File: config.mk
export PLATFORM = sky130hd
export DESIGN_NAME = fragment_sink_flat
export DESIGN_NICKNAME = d
export VERILOG_FILES = /design/src/rtl/fragment_sink_if.sv /design/src/rtl/fragment_sink.sv /design/src/flat_wrapper.sv
export SDC_FILE = /design/constraint.sdc
export NUM_CORES = 1
export LEC_CHECK = 0
export ABC_CLOCK_PERIOD_IN_PS = 17370
export BUFFER_PORTS_ARGS = -buffer_cell sky130_fd_sc_hd__buf_2
export CAP_MARGIN = 30
export CORE_MARGIN = 2
export CORE_UTILIZATION = 60
export CTS_CLUSTER_DIAMETER = 200
export DETAILED_ROUTE_END_ITERATION = 10
export PLACE_DENSITY = 0.84
export SLEW_MARGIN = 20
export SYNTH_ARGS = -nofsm -noshare
export SYNTH_HDL_FRONTEND = slang
export SYNTH_SLANG_ARGS = --single-unit
File: constraint.sdc
create_clock -name clk -period 17.37 [get_ports clk]
set_clock_uncertainty 0.2 [all_clocks]
set_input_delay 2.6055 -clock clk [delete_from_list [all_inputs] [get_ports clk]]
set_output_delay 2.6055 -clock clk [all_outputs]
set_load 0.05 [all_outputs]
File: src/rtl/fragment_sink_if.sv
// Handshake bundles around fragment_sink: the incoming fragment stream and
// the outgoing framebuffer write port.

// Fragment stream: the producer is the master, fragment_sink is the slave.
interface frag_stream_if #(
  parameter int unsigned DATA_W = 32
);
  logic              in_valid;
  logic              in_ready;
  logic              in_last;
  logic [DATA_W-1:0] in_data;

  modport master (output in_valid, output in_last, output in_data, input in_ready);
  modport slave  (input in_valid, input in_last, input in_data, output in_ready);
endinterface

// Framebuffer write port: fragment_sink is the master, the memory side grants.
interface fb_write_if #(
  parameter int unsigned DATA_W = 32,
  parameter int unsigned ADDR_W = 24
);
  logic              fb_req;
  logic              fb_gnt;
  logic [ADDR_W-1:0] fb_addr;
  logic [DATA_W-1:0] fb_data;

  modport master (output fb_req, output fb_addr, output fb_data, input fb_gnt);
  modport slave  (input fb_req, input fb_addr, input fb_data, output fb_gnt);
endinterface

File: src/rtl/fragment_sink.sv
// fragment_sink: receives a framed fragment stream, buffers it in a small
// FIFO and writes it in raster order to a linear framebuffer. Stream framing
// is checked against the image size latched on arm.
module fragment_sink #(
  parameter int unsigned DATA_W     = 32,
  parameter int unsigned DIM_W      = 16,
  parameter int unsigned ADDR_W     = 24,
  parameter int unsigned FIFO_DEPTH = 8
) (
  input  logic                 clk,
  input  logic                 reset,
  input  logic                 arm,
  input  logic [DIM_W-1:0]     width,
  input  logic [DIM_W-1:0]     height,
  input  logic [ADDR_W-1:0]    base_addr,
  frag_stream_if.slave         frag,
  fb_write_if.master           fb,
  output logic                 busy,
  output logic                 done,
  output logic                 err_early_last,
  output logic                 err_missing_last,
  output logic [2*DIM_W-1:0]   frag_count
);

  localparam int unsigned CNT_W = 2 * DIM_W;
  localparam int unsigned PTR_W = (FIFO_DEPTH > 1) ? $clog2(FIFO_DEPTH) : 1;
  localparam int unsigned OCC_W = PTR_W + 1;

  typedef enum logic [1:0] {
    S_IDLE,
    S_RECV,
    S_DRAIN,
    S_DONE
  } state_t;

  state_t              state;

  // FIFO storage and bookkeeping
  logic [DATA_W-1:0]   mem [FIFO_DEPTH];
  logic [PTR_W-1:0]    wr_ptr;
  logic [PTR_W-1:0]    rd_ptr;
  logic [OCC_W-1:0]    occ;
  logic [OCC_W-1:0]    occ_next;

  // Frame context latched on arm
  logic [CNT_W-1:0]    n_total;
  logic [ADDR_W-1:0]   base_q;
  logic [CNT_W-1:0]    write_index;

  logic                fifo_full;
  logic                fifo_empty;
  logic                writer_on;
  logic                push;
  logic                pop;
  logic                final_index;

  assign fifo_full   = (occ == OCC_W'(FIFO_DEPTH));
  assign fifo_empty  = (occ == '0);
  assign writer_on   = (state == S_RECV) || (state == S_DRAIN);

  // Ready depends only on state and occupancy, never on in_valid
  assign frag.in_ready = (state == S_RECV) && !fifo_full;
  assign push          = frag.in_valid && frag.in_ready;

  // Writer presents the FIFO head; address/data hold while the grant is low
  assign fb.fb_req  = writer_on && !fifo_empty;
  assign fb.fb_data = mem[rd_ptr];
  assign fb.fb_addr = base_q + ADDR_W'(write_index);
  assign pop        = fb.fb_req && fb.fb_gnt;

  assign busy = (state != S_IDLE);

  // Fragment being accepted now is the last one the image size allows
  assign final_index = (frag_count == (n_total - CNT_W'(1)));

  // Occupancy after this cycle's push/pop
  always_comb begin
    occ_next = occ;
    unique case ({push, pop})
      2'b10:   occ_next = occ + OCC_W'(1);
      2'b01:   occ_next = occ - OCC_W'(1);
      default: occ_next = occ;
    endcase
  end

  // FIFO storage, pointers and occupancy
  always_ff @(posedge clk or posedge reset) begin
    if (reset) begin
      mem    <= '{default: '0};
      wr_ptr <= '0;
      rd_ptr <= '0;
      occ    <= '0;
    end else begin
      if (push) begin
        mem[wr_ptr] <= frag.in_data;
        wr_ptr      <= wr_ptr + PTR_W'(1);
      end
      if (pop) begin
        rd_ptr <= rd_ptr + PTR_W'(1);
      end
      occ <= occ_next;
    end
  end

  // Frame control FSM with framing checks, counters and done pulse
  always_ff @(posedge clk or posedge reset) begin
    if (reset) begin
      state            <= S_IDLE;
      n_total          <= '0;
      base_q           <= '0;
      write_index      <= '0;
      frag_count       <= '0;
      done             <= 1'b0;
      err_early_last   <= 1'b0;
      err_missing_last <= 1'b0;
    end else begin
      unique case (state)
        S_IDLE: begin
          done <= 1'b0;
          if (arm) begin
            base_q           <= base_addr;
            n_total          <= CNT_W'(width) * CNT_W'(height);
            frag_count       <= '0;
            write_index      <= '0;
            err_early_last   <= 1'b0;
            err_missing_last <= 1'b0;
            // An empty image skips reception and goes straight to the pulse
            if ((width == '0) || (height == '0)) begin
              state <= S_DONE;
            end else begin
              state <= S_RECV;
            end
          end
        end

        S_RECV: begin
          if (push) begin
            frag_count <= frag_count + CNT_W'(1);
            if (frag.in_last && !final_index) begin
              err_early_last <= 1'b1;
              state          <= S_DRAIN;
            end else if (final_index) begin
              if (!frag.in_last) begin
                err_missing_last <= 1'b1;
              end
              state <= S_DRAIN;
            end
          end
        end

        S_DRAIN: begin
          // Leave once the last buffered fragment has been granted
          if (occ_next == '0) begin
            state <= S_DONE;
            done  <= 1'b1;
          end
        end

        S_DONE: begin
          // Entered with done already set after a drain; an empty frame
          // raises it here first so the pulse lands two cycles after arm
          if (done) begin
            done  <= 1'b0;
            state <= S_IDLE;
          end else begin
            done <= 1'b1;
          end
        end

        default: begin
          state <= S_IDLE;
          done  <= 1'b0;
        end
      endcase

      if (pop) begin
        write_index <= write_index + CNT_W'(1);
      end
    end
  end

endmodule

File: src/flat_wrapper.sv
// flat-port wrapper written by rule: the top's interface ports become plain ports
module fragment_sink_flat 
#(
  parameter int unsigned DATA_W     = 32,
  parameter int unsigned DIM_W      = 16,
  parameter int unsigned ADDR_W     = 24,
  parameter int unsigned FIFO_DEPTH = 8
)
  (clk, reset, arm, width, height, base_addr, busy, done, err_early_last, err_missing_last, frag_count, frag_in_valid, frag_in_last, frag_in_data, frag_in_ready, fb_fb_req, fb_fb_addr, fb_fb_data, fb_fb_gnt);
  frag_stream_if #(.DATA_W(DATA_W)) frag_i ();
  fb_write_if #(.DATA_W(DATA_W), .ADDR_W(ADDR_W)) fb_i ();
  input  logic clk;
  input  logic reset;
  input  logic arm;
  input  logic [DIM_W-1:0] width;
  input  logic [DIM_W-1:0] height;
  input  logic [ADDR_W-1:0] base_addr;
  output logic busy;
  output logic done;
  output logic err_early_last;
  output logic err_missing_last;
  output logic [2*DIM_W-1:0] frag_count;
  input wire logic [$bits(frag_i.in_valid)-1:0] frag_in_valid;
  input wire logic [$bits(frag_i.in_last)-1:0] frag_in_last;
  input wire logic [$bits(frag_i.in_data)-1:0] frag_in_data;
  output wire logic [$bits(frag_i.in_ready)-1:0] frag_in_ready;
  output wire logic [$bits(fb_i.fb_req)-1:0] fb_fb_req;
  output wire logic [$bits(fb_i.fb_addr)-1:0] fb_fb_addr;
  output wire logic [$bits(fb_i.fb_data)-1:0] fb_fb_data;
  input wire logic [$bits(fb_i.fb_gnt)-1:0] fb_fb_gnt;
  assign frag_i.in_valid = frag_in_valid;
  assign frag_i.in_last = frag_in_last;
  assign frag_i.in_data = frag_in_data;
  assign frag_in_ready = frag_i.in_ready;
  assign fb_fb_req = fb_i.fb_req;
  assign fb_fb_addr = fb_i.fb_addr;
  assign fb_fb_data = fb_i.fb_data;
  assign fb_i.fb_gnt = fb_fb_gnt;
  fragment_sink #(.DATA_W(DATA_W), .DIM_W(DIM_W), .ADDR_W(ADDR_W), .FIFO_DEPTH(FIFO_DEPTH)) u_core (.clk(clk), .reset(reset), .arm(arm), .width(width), .height(height), .base_addr(base_addr), .frag(frag_i), .fb(fb_i), .busy(busy), .done(done), .err_early_last(err_early_last), .err_missing_last(err_missing_last), .frag_count(frag_count));
endmodule
Word level (Yosys, flattened, before mapping)
Cells that the tools add are included.
{"block": "totals", "input_bits": 94, "register_bits": 391, "wordCells": 109, "output_inout_bits": 94}
{"block": "classes", "n_bitwise": 2, "muxes": 32, "eq_ne": 16, "magnitude_cmp": 3, "multipliers": 1, "n_reduce_logical": 28, "addsub": 8}
{"op": "bitwise mux 256 bit", "count": 1}
{"op": "2-to-1 mux 32 bit", "count": 7}
{"op": "binary-select mux 32 bit (select 3 bit)", "count": 1}
{"op": "demux 32 bit (select 3 bit)", "count": 1}
{"op": "adder 32 x 1 -> 32 bit, second input constant", "count": 2}
{"op": "one-hot mux 32 bit (2 select lines)", "count": 1}
{"op": "equality test 32 bit", "count": 1}
{"op": "logical NOT 16 bit", "count": 2}
{"op": "multiplier 16 x 16 -> 32 bit", "count": 1}
{"op": "subtractor 32 x 1 -> 32 bit, second input constant", "count": 1}
{"op": "adder 24 bit", "count": 1}
{"op": "2-to-1 mux 2 bit", "count": 7}
{"op": "!= test 2 bit, second input constant", "count": 5}
{"op": "2-to-1 mux 1 bit", "count": 9}
{"op": "greater-or-equal comparator 4 bit, second input constant", "count": 2}
{"op": "logical NOT 4 bit", "count": 2}
{"op": "NOT 3 -> 4 bit", "count": 2}
{"op": "one-hot mux 2 bit (4 select lines)", "count": 1}
{"op": "one-hot mux 4 bit (2 select lines)", "count": 1}
{"op": "nonzero test 2 bit", "count": 4}
{"op": "adder 3 x 1 -> 3 bit, second input constant", "count": 2}
{"op": "equality test 2 bit, second input constant", "count": 3}
{"op": "logical AND 1 bit", "count": 6}
{"op": "!= test 2 x 1 -> 1 bit, second input constant", "count": 3}
{"op": "other kinds (17)", "count": 24}

Logic depth before layout (Yosys ltp)
{"block": "depth", "word_depth": 9, "mapped_depth": 25, "depth_no_buf": 23}

Least setup slack after synthesis
OpenSTA, ideal clock, no wires.
{"block": "synth_timing", "path_kind": "input port to flip-flop", "start": "in height[7]", "end": "reg u_core.n_total[29]", "arrival_ns": 8.388, "required_ns": 17.035, "n_path_buf": 2, "setup_slack_ns": 8.647, "path_stages": 23, "setup_ns": 0.135, "cell_sequence": "clkbuf_1 clkbuf_1 nand2_1 fa_1 inv_1 fa_1 inv_1 fa_1 inv_1 fa_1 fa_1 inv_1 fa_1 inv_1 ha_1 a22o_1 o41ai_1 o21ai_0 a41o_1 a221oi_1 o21ai_0 xnor2_1 o21ai_0"}
{"block": "synth_between", "elab_chain_cells": 1}
{"element": "start, declared", "line_no": "flat_wrapper.sv:16", "source": "input logic [DIM_W-1:0] height;"}
{"element": "multiplier 16 x 16 -> 32 bit", "line_no": "fragment_sink.sv:122", "source": "n_total <= CNT_W'(width) * CNT_W'(height);"}
{"element": "end signal, assigned", "line_no": "fragment_sink.sv:122"}
{"element": "end, declared", "line_no": "fragment_sink.sv:46", "source": "logic [CNT_W-1:0] n_total;"}
Every way passes these cells.
A chain may end at the register's enable or synchronous reset.

Worst setup path after layout
{"block": "layout_timing", "start": "in width[11]", "end": "reg u_core.n_total[30]"}
{"block": "layout_between", "elab_chain_cells": 1}
{"element": "start, declared", "line_no": "flat_wrapper.sv:15", "source": "input logic [DIM_W-1:0] width;"}
{"element": "multiplier 16 x 16 -> 32 bit", "line_no": "fragment_sink.sv:122"}
Every way passes these cells.

==> results by group <==
Clocking
  • Worst skew pair latency: ~560 ps
  • CTS tree: built
  • CTS Buf Count: 39
  • Deepest clock path buffer count: 3
  • Root Buffer Master: clkbuf_16
  • CTS resizes: 0
  • Post-CTS Setup Bufs: 0
  • Clock Sinks: 383
  • Clock Pin Slew Worst Setup and Hold Paths: approximately 60 ps
  • H-tree levels: 2
  • Post-CTS Hold Fix Bufs: 0

Pwr
  • Pwr Total: 6.06 mW
  • Max rail drop VDD: 0.000264 V
  • Flop pwr share: 0.245
  • P_int: ~3.3 mW
  • Sw Pwr: 2.77 mW
  • Combinational power share: 0.613
  • Clock Power Share: 0.141
  • Pwr Density: around 200 nW/um2
  • Pleak: 14.6 nW
  • Switching Fraction: 0.458

Synthesis
  • Synth Cell Area: 27,500 um2
  • Post-synth EDFFs: 0
  • Synth warn: 0
  • Most used flip-flop cell after synthesis: dfrtp_1
  • Synthesized instance count: 2,468
  • Post-synthesis sequential area ratio: 0.349
  • Async SR Flop Fraction: 1.00
  • Syn_area_per_cell: 11.1 um2
  • Synthesized Nets: 2,898
  • Synthesized flop and latch total: 383
  • Synth unique cells: 67

GRT
  • Largest net degree at the start of global routing: slightly above 100
  • Vias in the first global route: 20,700
  • First-pass GRT wire length: 106 mm
  • GRT Overall Usage: 0.280
  • Initial antenna violation count: 3
  • Grt ovf: 0

Route
  • WL/cell: roughly 20 um
  • Total Routed Length: between 60 and 70 mm
  • Highest Signal Layer: met5
  • DRT met1 WL: between 20 and 25 mm
  • Remaining DRCs: 0
  • Iteration-0 DRC Markers: 1,364
  • Routed length on met3: ~3.6 mm
  • DR pass1 iterations: 5
  • Routed vias: 19,500
  • DR vias/cell: 6.03
  • Met2 Wirelength: 34.1 mm
  • Remaining antenna violation count: 0

Floorplan
  • Initial Util: 0.607
  • Die span in x: 218 um
  • Row cnt: 78
  • Core area: 45,300 um2
  • Die area: 47,500 um2
  • Top-level I/O count: 188
  • Die Y: 218 um

Timing
  • Slew headroom: 0.302
  • # setup viols final: 0
  • RSZ-0062 raised after global routing: false
  • Tcrit/Tclk final: 0.491
  • Max-slew violation count: 0
  • F_max: 117 MHz
  • Post-layout min period: 8530 ps
  • Slew @ Worst Pin: 1030 ps
  • Setup_tns: 0 ps
  • Fin. Hold Viols: 0

Cells and area
  • Non-filler instance count after layout: 3,234
  • Most frequent cells in the layout: dfrtp_1 (381), mux2_2 (317), inv_1 (246)
  • Total Nets Final: about 3,000
  • Proportion of layout cells with a drive suffix above 1: 0.254
  • Layout Utilization: 0.670
  • Area Overhead vs Synth: 10.4%
  • Commonest non-fill, non-tap cell in the layout: dfrtp_1

Critical path
  • FF-to-FF Start: u_core.n_total[4]$_DFFE_PP0P_
  • Setup crit end kind: flip-flop
  • Req. time, crit path: 17,550 ps
  • WP data arrival: 8710 ps
  • Critical Path Most Common Cell: fa_1
  • Crit-path cells: buf_2 -> nand2_1 -> fa_1 -> fa_1 -> fa_1 -> inv_1 -> fa_1 -> fa_1 -> inv_1 -> fa_1 -> inv_1 -> ha_1 -> a21oi_1 -> nand2_1 -> a311oi_1 -> o31ai_1 -> o2bb2ai_1 -> a221oi_1 -> o21bai_1 -> xnor2_1 -> o21ai_0
  • Critical path type: input port to flip-flop
  • Critical Path Fanout Max: 17
  • Critical Path Max Stage Delay: 550 ps
  • CP Launch Type: input port
  • Reg2Reg Depth: 8
  • Reg2Reg Setup Slack: 12,840 ps
  • Slowest cell on crit path: fa_1
  • Reg2Reg Capture Point: u_core.err_early_last$_DFFE_PP0P_

Run
  • Max-cap viol count: 0

Worst hold path
  • Hold Path Cell Cnt: 1
  • Path category of the worst min-delay check: flip-flop to flip-flop
  • Hold endpoint: u_core.err_missing_last$_DFFE_PP0P_
  • HP Start: u_core.err_missing_last$_DFFE_PP0P_

Placed design
  • Hpwl dp: 45.0 mm
  • Port buffer count: 187
  • GP Congestion: between 0.9 and 1
  • Placed Instances: 3,160

Status
  • Run status: complete, no violations
-- kinds of logic (layout without fill, tap and decap cells) --
kind of cell / after synthesis / count (layout) / synth area share
AND/OR/NAND/NOR: 643 / 643 / 0.115
multiplexers: 391 / 391 / 0.186
flip-flops: 383 / 383 / 0.349
buffers and inverters: 358 / 522 / 0.0499
adder cells (fa/ha/maj): 336 / 336 / 0.206
AO/OA/AOI/OAI: 230 / 230 / 0.0535
XOR/XNOR: 127 / 127 / 0.0405
other: 0 / 2 / 0
-- cells in the mapped netlist (11+ instances only) --
master | instances | area, um2
clkbuf_1 | 96 | 360
nand2b_1 | 11 | 68.8
dfrtp_1 | 383 | 9580
o31ai_1 | 13 | 97.6
nor2b_1 | 11 | 68.8
nor3_1 | 23 | 115
nand3_1 | 43 | 215
o21ai_0 | 70 | 350
and2_1 | 113 | 707
nand2_1 | 244 | 916
ha_1 | 140 | 1750
fa_1 | 196 | 3920
mux4_2 | 64 | 1440
nor2_1 | 93 | 349
a21oi_1 | 45 | 225
xor2_1 | 50 | 438
mux2_2 | 317 | 3570
xnor2_1 | 77 | 674
a21o_1 | 23 | 173
inv_1 | 247 | 927
or3_1 | 11 | 68.8
nor4_1 | 25 | 156
nand4_1 | 22 | 138
and3_1 | 19 | 119
-- routing by layer --
layer,vias to the layer above,global-route usage
li1,8648,-
met1,9937,0.341
met2,720,0.498
met3,197,0.0399
met4,2,0.115
met5,-,0
-- worst max-delay path: cells and delay by family --
kind | cells | cell delay, ps
xor+xnor | 1 | 190
simple gates | 2 | 230
fa+ha+maj | 7 | 3340
buf+inv | 4 | 500
compound gates | 7 | 1820
-- state kept, by name, indices dropped and copies added, names as in the netlist --
| signal | count |
|---|---|
| u_core.write_index | 24 |
| u_core.err_missing_last | 1 |
| u_core.done | 1 |
| u_core.rd_ptr | 3 |
| u_core.n_total | 32 |
| u_core.mem | 256 |
| u_core.state | 2 |
| u_core.frag_count | 32 |
| u_core.wr_ptr | 3 |
| u_core.occ | 4 |
| u_core.base_q | 24 |
| u_core.err_early_last | 1 |
-- how the worst max path moves through the flow --
| stage | slack (ps) | cells past startpoint | from | end |
|---|---|---|---|---|
| floorplan | 3920 | 1 | reset | u_core.base_q[0]$_DFFE_PP0P_ |
| global placement | 8460 | 22 | height[7] | u_core.n_total[29]$_DFFE_PP0P_ |
| detailed placement | 8360 | 22 | height[7] | u_core.n_total[29]$_DFFE_PP0P_ |
| CTS | 8890 | 21 | width[11] | u_core.n_total[30]$_DFFE_PP0P_ |
| global route | 8560 | 21 | width[11] | u_core.n_total[30]$_DFFE_PP0P_ |
| finish | 8840 | 21 | width[11] | u_core.n_total[30]$_DFFE_PP0P_ |
-- metrics by stage --
step | setup slack (ps) | cell area [um2] | hold WS (ps)
floorplan | 3920 | 27500 | 267
global placement | 8460 | 28900 | 272
detailed placement | 8360 | 28900 | 276
CTS | 8890 | 30300 | 289
global route | 8560 | 30300 | 301
finish | 8840 | 30300 | 287
-- layout make-up --
type                       count  area (um2)
multi-input combinational   1727       16600
timing repair buffer         206        1160
inverter                     247         935
sequential                   383        9590
fill                        3230       14900
tap                          600         751
clock buffer                  58        1140
clock inverter                11         170
antenna                        2        5.00
-- power by group through the flow --
stage               clock network, mW  logic (mW)  registers [mW]
detailed placement                  0        3.68            1.49
floorplan                           0        2.92            1.38
finish                          0.856        3.71            1.49
CTS                             0.872        3.72            1.48
global placement                    0        3.55            1.45
global route                    0.914        4.07            1.53
(Power assumes the default switching activity.)
